--- config.mk ---
export PLATFORM = sky130hd
export DESIGN_NAME = change_return_timer_flat
export DESIGN_NICKNAME = d
export VERILOG_FILES = /design/src/rtl/change_return_timer_if.sv /design/src/rtl/change_return_timer.sv /design/src/flat_wrapper.sv
export SDC_FILE = /design/constraint.sdc
export NUM_CORES = 1
export LEC_CHECK = 0
export CAP_MARGIN = 30
export CORE_AREA = 2 2 173 124
export CTS_BUF_LIST = sky130_fd_sc_hd__clkbuf_8
export DETAILED_ROUTE_END_ITERATION = 10
export DIE_AREA = 0 0 175 126
export PLACE_DENSITY_LB_ADDON = 0.12
export SYNTH_ARGS = -nofsm -noshare
export SYNTH_HDL_FRONTEND = slang
export SYNTH_SLANG_ARGS = --single-unit
--- constraint.sdc ---
create_clock -name clk -period 14 [get_ports clk]
set_clock_uncertainty 0.05 [all_clocks]
set_input_delay 1.4 -clock clk [delete_from_list [all_inputs] [get_ports clk]]
set_output_delay 1.4 -clock clk [all_outputs]
set_load 0.05 [all_outputs]
--- src/rtl/change_return_timer_if.sv ---
// change_return_timer bus: activity/balance inputs and coin-return outputs.
// master = coin/item datapath side, slave = change_return_timer.
interface change_return_timer_if #(
  parameter int NUM_COINS  = 3,
  parameter int NUM_ITEMS  = 4,
  parameter int TOTAL_BITS = 31,
  parameter int VALUE_BITS = 16,
  parameter int TIMER_BITS = 32
);
  logic [NUM_COINS-1:0]            i_input_coin;
  logic [NUM_ITEMS-1:0]            i_output_item;
  logic                            i_trigger_return;
  logic [TOTAL_BITS-1:0]           i_current_total;
  logic [NUM_COINS*VALUE_BITS-1:0] i_coin_value;
  logic [NUM_COINS-1:0]            o_return_coin;
  logic                            o_return_busy;
  logic                            o_return_done;
  logic [TOTAL_BITS-1:0]           o_residual;
  logic [TIMER_BITS-1:0]           o_wait_time;
  logic                            o_warn;

  modport master (
    output i_input_coin, i_output_item, i_trigger_return,
    output i_current_total, i_coin_value,
    input  o_return_coin, o_return_busy, o_return_done,
    input  o_residual, o_wait_time, o_warn
  );

  modport slave (
    input  i_input_coin, i_output_item, i_trigger_return,
    input  i_current_total, i_coin_value,
    output o_return_coin, o_return_busy, o_return_done,
    output o_residual, o_wait_time, o_warn
  );
endinterface

--- src/rtl/change_return_timer.sv ---
// Inactivity timer with greedy one-coin-per-cycle change return.
// Optional timeout warning output enabled by CHANGE_RETURN_WARN_EN.
module change_return_timer #(
  parameter int NUM_COINS  = 3,
  parameter int NUM_ITEMS  = 4,
  parameter int TOTAL_BITS = 31,
  parameter int VALUE_BITS = 16,
  parameter int TIMER_BITS = 32,
  parameter int WAIT_TIME  = 10,
  parameter int WARN_TIME  = 3
) (
  input  logic                 clk,
  input  logic                 reset_n,
  change_return_timer_if.slave bus
);

  typedef enum logic {
    S_IDLE,
    S_RETURN
  } state_t;

  localparam logic [TIMER_BITS-1:0] LP_WAIT =
    TIMER_BITS'(WAIT_TIME);

  // Reject configurations the timer/greedy logic cannot honour.
  if (WAIT_TIME < 1 || WARN_TIME >= WAIT_TIME ||
      VALUE_BITS > TOTAL_BITS ||
      $bits(bus.i_output_item) != NUM_ITEMS ||
      $bits(bus.i_input_coin) != NUM_COINS) begin : g_bad_cfg
    $error("change_return_timer: bad parameters");
  end

  state_t                r_state;
  state_t                w_state;
  logic [TIMER_BITS-1:0] r_wait_time;
  logic [TIMER_BITS-1:0] w_wait_time;
  logic [TOTAL_BITS-1:0] r_remaining;
  logic [TOTAL_BITS-1:0] w_remaining;
  logic [NUM_COINS-1:0]  r_return_coin;
  logic [NUM_COINS-1:0]  w_return_coin;
  logic                  r_return_busy;
  logic                  w_return_busy;
  logic                  r_return_done;
  logic                  w_return_done;
  logic [TOTAL_BITS-1:0] r_residual;
  logic [TOTAL_BITS-1:0] w_residual;

  logic                  w_activity;
  logic                  w_total_nz;
  logic                  w_found;
  logic [NUM_COINS-1:0]  w_pick;
  logic [TOTAL_BITS-1:0] w_pick_val;

  assign w_activity = (|bus.i_input_coin) ||
                      (|bus.i_output_item);
  assign w_total_nz = |bus.i_current_total;

  // Greedy pick: highest enabled denomination that fits.
  always_comb begin
    logic [TOTAL_BITS-1:0] v;
    w_found    = 1'b0;
    w_pick     = '0;
    w_pick_val = '0;
    for (int k = 0; k < NUM_COINS; k++) begin
      v = '0;
      v[VALUE_BITS-1:0] =
        bus.i_coin_value[k*VALUE_BITS +: VALUE_BITS];
      if (v != '0 && v <= r_remaining) begin
        w_found    = 1'b1;
        w_pick     = '0;
        w_pick[k]  = 1'b1;
        w_pick_val = v;
      end
    end
  end

  // Next-state and registered-output logic.
  always_comb begin
    w_state       = r_state;
    w_wait_time   = r_wait_time;
    w_remaining   = r_remaining;
    w_return_coin = '0;
    w_return_busy = r_return_busy;
    w_return_done = 1'b0;
    w_residual    = r_residual;
    unique case (1'b1)
      r_state == S_IDLE: begin
        if (w_activity) begin
          w_wait_time = LP_WAIT;
        end else if (bus.i_trigger_return ||
                     (r_wait_time == '0 && w_total_nz)) begin
          w_state       = S_RETURN;
          w_remaining   = bus.i_current_total;
          w_return_busy = 1'b1;
        end else if (r_wait_time != '0) begin
          w_wait_time = r_wait_time - 1'b1;
        end
      end
      r_state == S_RETURN: begin
        if (w_found) begin
          w_return_coin = w_pick;
          w_remaining   = r_remaining - w_pick_val;
        end else begin
          w_return_done = 1'b1;
          w_residual    = r_remaining;
          w_return_busy = 1'b0;
          w_wait_time   = LP_WAIT;
          w_state       = S_IDLE;
        end
      end
      default: begin
        w_state = S_IDLE;
      end
    endcase
  end

  // State and output registers, synchronous active-low reset.
  always_ff @(posedge clk) begin
    if (!reset_n) begin
      r_state       <= S_IDLE;
      r_wait_time   <= LP_WAIT;
      r_remaining   <= '0;
      r_return_coin <= '0;
      r_return_busy <= 1'b0;
      r_return_done <= 1'b0;
      r_residual    <= '0;
    end else begin
      r_state       <= w_state;
      r_wait_time   <= w_wait_time;
      r_remaining   <= w_remaining;
      r_return_coin <= w_return_coin;
      r_return_busy <= w_return_busy;
      r_return_done <= w_return_done;
      r_residual    <= w_residual;
    end
  end

`ifdef CHANGE_RETURN_WARN_EN
  localparam logic [TIMER_BITS-1:0] LP_WARN =
    TIMER_BITS'(WARN_TIME);

  logic r_warn;
  logic w_warn;

  // Warn only while staying idle with money at stake.
  always_comb begin
    w_warn = (r_state == S_IDLE) && (w_state == S_IDLE) &&
             (w_wait_time != '0) &&
             (w_wait_time <= LP_WARN) && w_total_nz;
  end

  // Warning register, cleared by reset.
  always_ff @(posedge clk) begin
    if (!reset_n) begin
      r_warn <= 1'b0;
    end else begin
      r_warn <= w_warn;
    end
  end

  assign bus.o_warn = r_warn;
`else
  assign bus.o_warn = 1'b0;
`endif

  assign bus.o_return_coin = r_return_coin;
  assign bus.o_return_busy = r_return_busy;
  assign bus.o_return_done = r_return_done;
  assign bus.o_residual    = r_residual;
  assign bus.o_wait_time   = r_wait_time;

endmodule

--- src/flat_wrapper.sv ---
// flat-port wrapper written by rule: the top's interface ports become plain ports
module change_return_timer_flat 
#(
  parameter int NUM_COINS  = 3,
  parameter int NUM_ITEMS  = 4,
  parameter int TOTAL_BITS = 31,
  parameter int VALUE_BITS = 16,
  parameter int TIMER_BITS = 32,
  parameter int WAIT_TIME  = 10,
  parameter int WARN_TIME  = 3
)
  (clk, reset_n, bus_i_input_coin, bus_i_output_item, bus_i_trigger_return, bus_i_current_total, bus_i_coin_value, bus_o_return_coin, bus_o_return_busy, bus_o_return_done, bus_o_residual, bus_o_wait_time, bus_o_warn);
  change_return_timer_if #(.NUM_COINS(NUM_COINS), .NUM_ITEMS(NUM_ITEMS), .TOTAL_BITS(TOTAL_BITS), .VALUE_BITS(VALUE_BITS), .TIMER_BITS(TIMER_BITS)) bus_i ();
  input  logic clk;
  input  logic reset_n;
  input wire logic [$bits(bus_i.i_input_coin)-1:0] bus_i_input_coin;
  input wire logic [$bits(bus_i.i_output_item)-1:0] bus_i_output_item;
  input wire logic [$bits(bus_i.i_trigger_return)-1:0] bus_i_trigger_return;
  input wire logic [$bits(bus_i.i_current_total)-1:0] bus_i_current_total;
  input wire logic [$bits(bus_i.i_coin_value)-1:0] bus_i_coin_value;
  output wire logic [$bits(bus_i.o_return_coin)-1:0] bus_o_return_coin;
  output wire logic [$bits(bus_i.o_return_busy)-1:0] bus_o_return_busy;
  output wire logic [$bits(bus_i.o_return_done)-1:0] bus_o_return_done;
  output wire logic [$bits(bus_i.o_residual)-1:0] bus_o_residual;
  output wire logic [$bits(bus_i.o_wait_time)-1:0] bus_o_wait_time;
  output wire logic [$bits(bus_i.o_warn)-1:0] bus_o_warn;
  assign bus_i.i_input_coin = bus_i_input_coin;
  assign bus_i.i_output_item = bus_i_output_item;
  assign bus_i.i_trigger_return = bus_i_trigger_return;
  assign bus_i.i_current_total = bus_i_current_total;
  assign bus_i.i_coin_value = bus_i_coin_value;
  assign bus_o_return_coin = bus_i.o_return_coin;
  assign bus_o_return_busy = bus_i.o_return_busy;
  assign bus_o_return_done = bus_i.o_return_done;
  assign bus_o_residual = bus_i.o_residual;
  assign bus_o_wait_time = bus_i.o_wait_time;
  assign bus_o_warn = bus_i.o_warn;
  change_return_timer #(.NUM_COINS(NUM_COINS), .NUM_ITEMS(NUM_ITEMS), .TOTAL_BITS(TOTAL_BITS), .VALUE_BITS(VALUE_BITS), .TIMER_BITS(TIMER_BITS), .WAIT_TIME(WAIT_TIME), .WARN_TIME(WARN_TIME)) u_core (.clk(clk), .reset_n(reset_n), .bus(bus_i));
endmodule
==> reports/summary.txt <==
synth unique cells - 73
Leakage - 3.106 nW
DRT Pass-1 Iters - 5
largest net degree at the start of global routing - 73
Max-Slew Margin vs Limit - 36.12%
share of post-route cells with drive strength above 1 - 4.563%
H-tree Lvls - 3
Die H - 126 um
initial antenna violation count - 0
Setup-failing EPs final - 0
status - completed
Synth Instances - 929
die area - 22050 um^2
Routed WL - 25.10 mm
Bufs on Longest Clock Path - 2
worst-margin pin slew - 0.9341 ns
hold buffers post-CTS - 0
final hold violation count - 0
max-slew violation count - 0
synth cell count leaders - 107 x nand2_1, 104 x a21oi_1, 100 x dfxtp_1
port buffer count - 156
pre-CTS WS - 6.758 ns
final setup margin - 7.003 ns
antenna-violating nets left - 0
1st-iter DRT viols - 696
grt total ovfl - 0
yosys warns - 0
Util after Layout - 43.82%
predominant post-synthesis flop cell - dfxtp_1
Slowest cell on crit path - clkdlybuf4s50_1
max frequency - 142.9 MHz
clk sink count - 100
first-pass GRT wire length - 39.47 mm
Rows - 44
Area Overhead vs Synth - 26.93%
CTS root buf - clkbuf_8
Critical Path Start Type - input port
Yosys reg bits - 100
Setup CP Type - input port to flip-flop
DP HPWL - 19.27 mm
Setup TNS Final - 0 ns
cell breakdown of the critical path - clkdlybuf4s50_1 -> ha_1 -> nand4_1 -> nor4_1 -> a2111oi_0 -> o2bb2ai_1 -> nor2b_1 -> buf_4 -> a221oi_1 -> a21oi_1 -> ha_1 -> inv_1 -> fa_1 -> a211oi_1 -> o211ai_1 -> a221o_1 -> a31oi_1 -> o211ai_1 -> or2_2 -> o31ai_1 -> a21oi_1 -> a211oi_2
WP data arrival - 7.24 ns
Synth area leader - dfxtp_1
CP max stage delay - 0.50 ns
Total GRT Usage - 22.57%
Post-synth EDFFs - 0
worst skew pair latency - 0.38 ns
most frequent cell after synthesis - nand2_1
FF-to-FF setup slack - 8.01 ns
final worst-path cycle share - 49.98%
n_diodes - 0
setup repair bufs after CTS - 0
Pwr Total - 0.6188 mW
vias in the first global route - 6702
Seq/Total Area, Yosys - 28.39%
Fill cells - 2099
CTS clock-pin slew for the worst setup and hold paths - 0.09 ns
post-layout min period - 6.997 ns
Reg area - 2003 um^2
CORE AREA - 20420 um^2
Mapped Area - 7052 um^2
TritonCTS clock tree - done
nets - 1204
post-synthesis async set-or-reset flop share - 0%
die width - 175 um
post-synth top area share - 28.39%
Avg Inst Size Synth - 7.591 um^2
Synth area leaders - dfxtp_1 28%, ha_1 12%, a21oi_1 7.4%
cells resized by post-CTS repair - 0
Via Count - 7351
Multi-input gate area - 4677 um^2
power density cells - 69.13 nW/um^2
CP max FO - 15
cts bufs inserted - 9
CP Data Required Time - 14.24 ns
DRC Markers - 0
placed standard-cell area - 8771 um^2
vias per inst - 5.535
Syn Nets - 1084
Ports - 158
max-cap viol count - 0
RSZ-0062 raised after global routing - false
worst IR drop on VDD - 0.03405 mV
DR WL/cell - 18.90 um
nature of the critical path endpoint - flip-flop
Starting Density - 34.53%
Hold Crit Class - flip-flop to flip-flop
gp weighted congestion - 0.9107
design area - 8951 um^2
==> path summary, 6_finish.rpt <==
check | start | endpoint | cells after the start
setup / recovery | bus_i_coin_value[14] | u_core.r_remaining[28]$_SDFFE_PN0P_ | 22
hold / removal | u_core.bus.o_residual[28]$_SDFFE_PN0P_ | u_core.bus.o_residual[28]$_SDFFE_PN0P_ | 2
setup reg to reg | u_core.r_remaining[14]$_SDFFE_PN0P_ | u_core.r_remaining[28]$_SDFFE_PN0P_ | 22
hold reg to reg | u_core.bus.o_residual[28]$_SDFFE_PN0P_ | u_core.bus.o_residual[28]$_SDFFE_PN0P_ | 2
==> layout by cell type (no fill, tap or decap), drive strengths merged, types with 5 or more instances in the layout <==
| cell type | n |
|---|---|
| a21o | 10 |
| nor2b | 8 |
| a31oi | 12 |
| buf | 9 |
| or3 | 11 |
| a21boi | 6 |
| clkdlybuf4s50 | 156 |
| o21ai | 67 |
| nand4 | 17 |
| nor3 | 33 |
| nor4 | 34 |
| mux2i | 12 |
| nand2 | 107 |
| o211ai | 7 |
| or2 | 5 |
| clkbuf | 9 |
| nand3 | 13 |
| inv | 31 |
| and4 | 7 |
| dfxtp | 100 |
| nand3b | 6 |
| nor2 | 86 |
| a211oi | 24 |
| a21oi | 104 |
| o31ai | 8 |
| or4 | 8 |
| a22oi | 16 |
| and2 | 6 |
| xnor2 | 8 |
| ha | 65 |
| o21a | 10 |
| xor2 | 5 |
==> cell families after synthesis <==
family | count (synthesis) | share of synthesized area (%)
DFF | 100 | 28.39
adders and majority gates | 66 | 11.82
AOI/OAI and AO/OA | 298 | 26.47
other | 1 | 0.05318
and+or+nand+nor | 350 | 24.31
buffers and inverters | 87 | 5.323
muxes | 14 | 2.023
xor gates and xnor gates | 13 | 1.615
==> area by class of cell <==
cell class | instances | share of cell area, %
timing repair buffer | 165 | 18.20
clock inverter | 5 | 0.6290
multi-input combinational | 742 | 52.25
inverter | 31 | 1.300
clock buffer | 9 | 1.384
sequential | 100 | 22.38
tap | 276 | 3.858
==> routing by layer <==
metal / GRT usage [%] / share of wire (%) / vias up
met2: 28.78 / 37 / 240
met1: 37.61 / 55 / 3411
li1: - / - / 3685
met5: 0 / 0 / -
met3: 5.012 / 7.1 / 15
met4: 3.284 / 0.62 / 0
==> critical path, delay by kind of cell <==
kind | cells | cell delay [ns]
AO/OA/AOI/OAI | 12 | 2.86
AND/OR/NAND/NOR | 4 | 1.22
adder cells (fa/ha/maj) | 3 | 0.96
buffers and inverters | 3 | 0.79
==> registers in the layout (all words and copies together) (netlist names) <==
signal,count
u_core.bus.o_return_busy,1
u_core.r_state,1
u_core.bus.o_residual,31
u_core.bus.o_return_coin,3
u_core.r_remaining,31
u_core.bus.o_return_done,1
u_core.bus.o_wait_time,32
==> metrics by stage <==
step           hold WS, ns  cells
6_report            0.4098   1328
5_1_grt             0.4335   1328
4_1_cts             0.4122   1328
3_5_place_dp        0.3984   1314
3_3_place_gp        0.3950   1314
2_1_floorplan       0.3990    929
==> where the power goes <==
group	switching (mW)	leakage, nW	internal, mW	total (mW)
Sequential	0.000968	0.806	0.285	0.286
Combinational	0.0798	2.22	0.0639	0.144
Clock	0.109	0.0846	0.0803	0.189
(Power assumes the default switching activity.)
